### src/rtl/imm_decode_stage.sv
// imm_decode_stage: RISC-V field/immediate decode registered behind a 2-entry skid buffer.
module imm_decode_stage #(
    parameter int XLEN     = 32,
    parameter bit AUTO_IMM = 1'b1
) (
    input  logic            clk,
    input  logic            reset,
    input  logic            flush,
    input  logic            in_valid,
    output logic            in_ready,
    input  logic [31:0]     instr,
    input  logic [XLEN-1:0] pc_in,
    input  logic [2:0]      immsrc,
    output logic            out_valid,
    input  logic            out_ready,
    output logic [6:0]      op,
    output logic [2:0]      funct3,
    output logic [6:0]      funct7,
    output logic [4:0]      rs1,
    output logic [4:0]      rs2,
    output logic [4:0]      rd,
    output logic [XLEN-1:0] immext,
    output logic [XLEN-1:0] pc_out,
    output logic            illegal
);
    typedef struct packed {
        logic [31:0]     instr;
        logic [XLEN-1:0] imm;
        logic [XLEN-1:0] pc;
        logic            ill;
    } entry_t;

    logic [2:0]      auto_fmt, fmt;
    logic            auto_ill;
    logic [31:0]     imm32;
    logic [XLEN-1:0] shamt, imm;
    entry_t          in_e, main_q, main_d, skid_q, skid_d;
    logic            main_v_q, main_v_d, skid_v_q, skid_v_d, rdy_q, take, pop;

    always_comb begin
        auto_fmt = 3'd7;
        auto_ill = 1'b0;
        case (instr[6:0])
            7'b0000011, 7'b1100111: auto_fmt = 3'd0;
            7'b0010011:             auto_fmt = (instr[13:12] == 2'b01) ? 3'd6 : 3'd0;
            7'b0100011:             auto_fmt = 3'd1;
            7'b1100011:             auto_fmt = 3'd2;
            7'b1101111:             auto_fmt = 3'd3;
            7'b0110111, 7'b0010111: auto_fmt = 3'd4;
            7'b1110011:             auto_fmt = instr[14] ? 3'd5 : 3'd0;
            7'b0110011:             auto_fmt = 3'd7;
            default:                auto_ill = 1'b1;
        endcase
    end

    assign fmt = AUTO_IMM ? auto_fmt : immsrc;

    // Sign-extending formats are built at 32 bits, then widened by a signed cast.
    always_comb begin
        imm32 = '0;
        case (fmt)
            3'd0: imm32 = {{20{instr[31]}}, instr[31:20]};
            3'd1: imm32 = {{20{instr[31]}}, instr[31:25], instr[11:7]};
            3'd2: imm32 = {{19{instr[31]}}, instr[31], instr[7], instr[30:25], instr[11:8], 1'b0};
            3'd3: imm32 = {{11{instr[31]}}, instr[31], instr[19:12], instr[20], instr[30:21], 1'b0};
            3'd4: imm32 = {instr[31:12], 12'b0};
            default: imm32 = '0;
        endcase
    end

    assign shamt = (XLEN == 32) ? XLEN'(instr[24:20]) : XLEN'(instr[25:20]);
    assign imm   = (fmt == 3'd5) ? XLEN'(instr[19:15]) :
                   (fmt == 3'd6) ? shamt : XLEN'($signed(imm32));
    assign in_e  = '{instr: instr, imm: imm, pc: pc_in, ill: AUTO_IMM ? auto_ill : 1'b0};

    assign take = in_valid & rdy_q;
    assign pop  = main_v_q & out_ready;

    // Main refills from skid first so order is kept; skid only fills while main stalls.
    always_comb begin
        main_d   = main_q;
        skid_d   = skid_q;
        main_v_d = main_v_q;
        skid_v_d = skid_v_q;
        if (flush) begin
            main_v_d = 1'b0;
            skid_v_d = 1'b0;
        end else if (!main_v_q || pop) begin
            main_v_d = skid_v_q | take;
            main_d   = skid_v_q ? skid_q : take ? in_e : main_q;
            skid_v_d = 1'b0;
        end else if (take) begin
            skid_v_d = 1'b1;
            skid_d   = in_e;
        end
    end

    always_ff @(posedge clk) begin
        if (reset) begin
            main_q   <= '0;
            main_v_q <= 1'b0;
            skid_v_q <= 1'b0;
            rdy_q    <= 1'b1;
        end else begin
            main_q   <= main_d;
            main_v_q <= main_v_d;
            skid_v_q <= skid_v_d;
            rdy_q    <= ~skid_v_d;
        end
    end

    always_ff @(posedge clk) skid_q <= skid_d;

    assign in_ready  = rdy_q;
    assign out_valid = main_v_q;
    assign op        = main_q.instr[6:0];
    assign rd        = main_q.instr[11:7];
    assign funct3    = main_q.instr[14:12];
    assign rs1       = main_q.instr[19:15];
    assign rs2       = main_q.instr[24:20];
    assign funct7    = main_q.instr[31:25];
    assign immext    = main_q.imm;
    assign pc_out    = main_q.pc;
    assign illegal   = main_q.ill;
endmodule

### config.mk
export PLATFORM = sky130hd
export DESIGN_NAME = imm_decode_stage
export DESIGN_NICKNAME = d
export VERILOG_FILES = /design/src/rtl/imm_decode_stage.sv
export SDC_FILE = /design/constraint.sdc
export NUM_CORES = 1
export LEC_CHECK = 0
export BUFFER_PORTS_ARGS = -buffer_cell sky130_fd_sc_hd__buf_2
export CORE_UTILIZATION = 45
export CTS_CLUSTER_DIAMETER = 80
export DETAILED_ROUTE_END_ITERATION = 7
export PLACE_DENSITY_LB_ADDON = 0.15
export SLEW_MARGIN = 20
export SYNTH_ARGS = -nofsm -noshare
export SYNTH_HDL_FRONTEND = slang
export SYNTH_SLANG_ARGS = --single-unit
### constraint.sdc
create_clock -name clk -period 9.15 [get_ports clk]
set_clock_uncertainty 0.2 [all_clocks]
set_input_delay 1.3725 -clock clk [delete_from_list [all_inputs] [get_ports clk]]
set_output_delay 1.3725 -clock clk [all_outputs]
set_load 0.01 [all_outputs]
Yosys cells after proc, flatten, opt, wreduce, memory -nomap -nowiden

Cells that the tools add are included.

Eq/ne operators: 17
Multiplexer cells: 12
Reduce and logical (&&, ||, !) cells: 10
Bitwise logic cells: 6

Operators by type and width:

| cell                 | count |
|---|---|
| $mux W97             | 2 |
| $pmux W32 S5         | 1 |
| $mux W32             | 2 |
| $eq A7 B7 Y1 const B | 4 |
| $eq A7 B6 Y1 const B | 3 |
| $pmux W3 S7          | 1 |
| $eq A7 B5 Y1 const B | 2 |
| $reduce_or A10 Y1    | 1 |
| $eq A3 B3 Y1 const B | 3 |
| $eq A7 B2 Y1 const B | 1 |
| $eq A3 B2 Y1 const B | 2 |
| $mux W3              | 2 |
| $reduce_and A3 Y1    | 2 |
| $reduce_or A2 Y1     | 3 |
| $mux W1              | 4 |
| $eq A3 B1 Y1 const B | 1 |
| $logic_not A3 Y1     | 1 |
| $not A1 Y1           | 3 |
| $and A1 B1 Y1        | 2 |
| $eq A2 B1 Y1 const B | 1 |
| $reduce_bool A2 Y1   | 1 |
| $logic_not A1 Y1     | 1 |
| $logic_or A1 B1 Y1   | 1 |
| $or A1 B1 Y1         | 1 |

Flip-flop bits (word level): 197
Word-level logic and storage cells: 56
Input port bits: 72

Longest topological paths before layout

Depth in word-level cells: 9
Gate-level depth with buffers: 8
Mapped depth without buffers: 6

Least setup slack after synthesis

Ideal clock, no wire load.

Kind: input to register
Start: in out_ready
End: reg skid_q[0] (netlist name) (enable)
Path slack: 84 ps
Stages on the path: 2
Required time: 8277 ps
Path buffers: 0
Arrival time: 8193 ps
Cell sequence: nand2b_1 -> nor3_1

Longest elaborated chain between the ends: 4

RTL lines:

| what                        | line | RTL |
|---|---|---|
| start: declaration          | 15   | `input logic out_ready,` |
| $and A1 B1 Y1               | 77   | `assign pop = main_v_q & out_ready;` |
| $logic_or A1 B1 Y1          | 88   | `end else if (!main_v_q \|\| pop) begin` |
| $not A1 Y1 (no line)        | n/a  |  |
| $reduce_and A3 Y1 (no line) | n/a  |  |
| end signal: assignment      | 112  | `always_ff @(posedge clk) skid_q <= skid_d;` |
| end: declaration            | 37   | `entry_t in_e, main_q, main_d, skid_q, skid_d;` |

No other way between the ends.
A chain may end at the register's enable or synchronous reset.

Final worst setup path

Start: in instr[1]
End: reg skid_q[33] (netlist name) (data pin)

Longest elaborated chain between the ends: 7
Elaborated cells on any way between the ends: 22

RTL lines:

| what                                 | line | RTL |
|---|---|---|
| start: declaration                   | 11   | `input logic [31:0] instr,` |
| $eq A7 B6 Y1 (tied with other cells) | 43   | `case (instr[6:0])` |
| $reduce_or A2 Y1                     | n/a  |  |
| $pmux W3 S7 *                        | 43   |  |
| $eq A3 B3 Y1 (tied with other cells) | 61   | `case (fmt)` |
| $pmux W32 S5                         | 61   |  |
| $mux W32                             | 73   | `(fmt == 3'd6) ? shamt : XLEN'($signed(imm32));` |
| $mux W32 *                           | 72   | `assign imm = (fmt == 3'd5) ? XLEN'(instr[19:15]) :` |
| via imm[0]                           | 36   | `logic [XLEN-1:0] shamt, imm;` |

Mark *: on every way through the listed nets, which the timed path passes. The rest lies on a longest branch.

==> flow_summary.ini <==
[worst_setup_path]
required_ns = 9.13
setup.worst_path.end_class = register
crit_fanout = 14
worst_ep_arrival_time_ns = 3.42
setup.worst_path.start_class = primary input
critPathKind = primary input to register

[clock_tree]
cts.sink_count = 197
cts_buffers = 17
cts-root-buf = clkbuf_16
clk_path_buf_depth = 2
h-tree-depth = 4
clkLatencyLatePin_ns = 0.42
hold_buffers = 0
cts_resized = 0
clk_pin_slew_ns = 0.07
tritoncts = yes
post_cts_buffers = 0

[routing]
drt_iter0_drc = 316
wl_mm = 19.0
dr.pass1.iters = 5
detail_route.wl_per_cell_um = 17.8
vias = 5834
ant_nets = 0
drc = 0
vias_per_cell = 5.46

[sta]
clock.fmax_mhz = 290
slew_violations = 0
fin_crit_sh = 0.377
hold_viol = 0
tns_ns = 0
whs_ns = 0.280
setup_viol = 0
rsz0062_at_grt = false
tightest_slew_ns = 0.906
period_needed_ns = 3.45
slew_headroom = 0.396

[synth]
synthArstFlopShare = 0
yosysWarnings = 0
synth_edf_count = 97
syn_nets = 766
syn_inst = 694
syn-mean-instance-area_sq_um = 11.5
synth_flop_cell = dfxtp_1
yosys.cell_types.count = 50
netlist_area_sq_um = 8010
synth.ff_latch_count = 197
ys_seq_area_frac = 0.614

[finish]
fillers = 1516
antenna_cells = 0
multiInputGateArea_sq_um = 2780
fin_cells = 1069
regArea_sq_um = 4920
drive_above_1_share = 0.262
syn_to_final_growth_pct = 20.1
fin_nets = 903

[power_and_ir_drop]
p_comb_frac = 0.082
pwr_density_cell_nw_per_um2 = 202
cell_internal_pwr_mw = 1.50
netSwitchingPower_uw = 436
peakVddDrop_mv = 0.138
p_clk_frac = 0.422
leakagePower_nw = 3.82
swShare = 0.225
p_seq_frac = 0.496

[placement]
hpwl_mm = 12.1
port_buffers = 167
gp_congestion = 0.858
dp_cells = 1037

[global_routing]
track_usage = 0.211
grt_pass1_vias = 5583
grt_pass1_wl_mm = 29.8
grt_max_degree = 103
gr-total-overflow = 0
grt_antenna_before_repair = 0

[die]
rows = 48
io_pins = 171
start_util = 0.461
core-area_sq_um = 17400
die_h_um = 135
fp.dieArea_sq_um = 18300
die_w_um = 135

[run]
cap_viol_max_count = 0

[run_status]
status = completed

[min_path]
min_path_type = register to register
[cell usage after synthesis, types with 2 or more instances]
master       n  share of area
buf_1        8         0.0038
o21ai_0      8         0.0050
nor2b_1      4         0.0031
a31oi_1     13          0.010
nand2b_1     4         0.0031
nor3_1      15         0.0094
o2bb2ai_1    2         0.0022
nand2_1     39          0.018
inv_1       26          0.012
a21oi_1     25          0.016
a211oi_1    65          0.061
mux2i_1     74          0.093
and3_1      12         0.0094
and3b_1      2         0.0022
edfxtp_1    97           0.36
nor4b_1      2         0.0022
a22oi_1      4         0.0038
clkbuf_1    36          0.017
dfxtp_1    100           0.25
buf_2       10         0.0063
nor2_1      86          0.040
o22ai_1      9         0.0070
o211ai_1     3         0.0028
nand3_1     12         0.0075
a221oi_1     6         0.0066
nand4_4      2         0.0053
or3_1        2         0.0016
nand3b_1     4         0.0038
a311oi_2     3         0.0056
[routing by layer]
layer | up-vias | global-route usage | part of all wire
met3 | 16 | 0.0445 | 0.055
met2 | 174 | 0.338 | 0.48
li1 | 2835 | - | -
met1 | 2809 | 0.284 | 0.46
met4 | 0 | 0.0699 | 0.012
met5 | - | 0 | 0
[path summary, 6_finish.rpt]
check                           startpoint    endpoint  slack (ns)  depth (start not counted)
worst max-delay path              instr[1]  skid_q[33]        5.70                          7
worst min-delay path            immext[20]  immext[20]        0.28                          2
worst max register to register    skid_v_q  immext[26]        6.25                          7
worst min register to register  immext[20]  immext[20]        0.28                          2
[power by group through the flow]
stage / Sequential (mW) / Clock, mW / Combinational, mW
detailed placement: 0.982 / 0 / 0.160
floorplan: 0.994 / 0 / 0.0806
global placement: 0.981 / 0 / 0.156
CTS: 0.963 / 0.833 / 0.161
global route: 0.965 / 0.866 / 0.176
finish: 0.962 / 0.818 / 0.160
[sequential cells by signal, summed over array words and instances, names as in the netlist, 3 cells and up]
register and cells:
pc_out 32, funct7 7, op 7, rs1 5, rs2 5, funct3 3, immext 32, skid_q 97
rd 5
[layout make-up]
cell class,count,share of cell area
inverter,26,0.0101
clock buffer,20,0.0465
tap,225,0.0293
timing repair buffer,173,0.0923
sequential,197,0.512
clock inverter,12,0.0209
multi-input combinational,416,0.289
[metrics by stage]
step | setup WS, ns | area [sq um] | total power, mW | util
final | 5.70 | 9620 | 1.94 | 0.554
after global routing | 5.61 | 9620 | 2.01 | 0.554
after CTS | 5.75 | 9610 | 1.96 | 0.554
after detailed placement | 5.29 | 8960 | 1.14 | 0.516
after global placement | 5.35 | 8960 | 1.14 | 0.516
after floorplan | 0.0844 | 8010 | 1.07 | -
[cells by family after synthesis]
kind of cell / count (synthesis) / synth area share
DFF: 197 / 0.614
and+or+nand+nor: 192 / 0.116
AOI/OAI and AO/OA: 148 / 0.136
buffers and inverters: 81 / 0.0400
muxes: 75 / 0.0939
xor gates and xnor gates: 1 / 0.00109
[placed cells by master (no fill, tap or decap), types with 12 or more instances in the layout]
master	Yosys	final
and3_1	12	12
nor2_1	86	86
dfxtp_1	100	99
buf_2	10	166
edfxtp_1	97	97
a211oi_1	65	65
clkbuf_16	0	17
inv_1	26	26
a31oi_1	13	13
a21oi_1	25	25
nand3_1	12	12
nand2_1	39	39
nor3_1	15	14
mux2i_1	74	74
[worst max-delay path, stage by stage]
cell	delay, ns
buf_2	0.13
and2_1	0.42
nand2_1	0.60
nand4_4	0.42
o21ai_0	0.12
nor2b_1	0.14
a31o_2	0.22
Power figures use the tool's default switching activity.
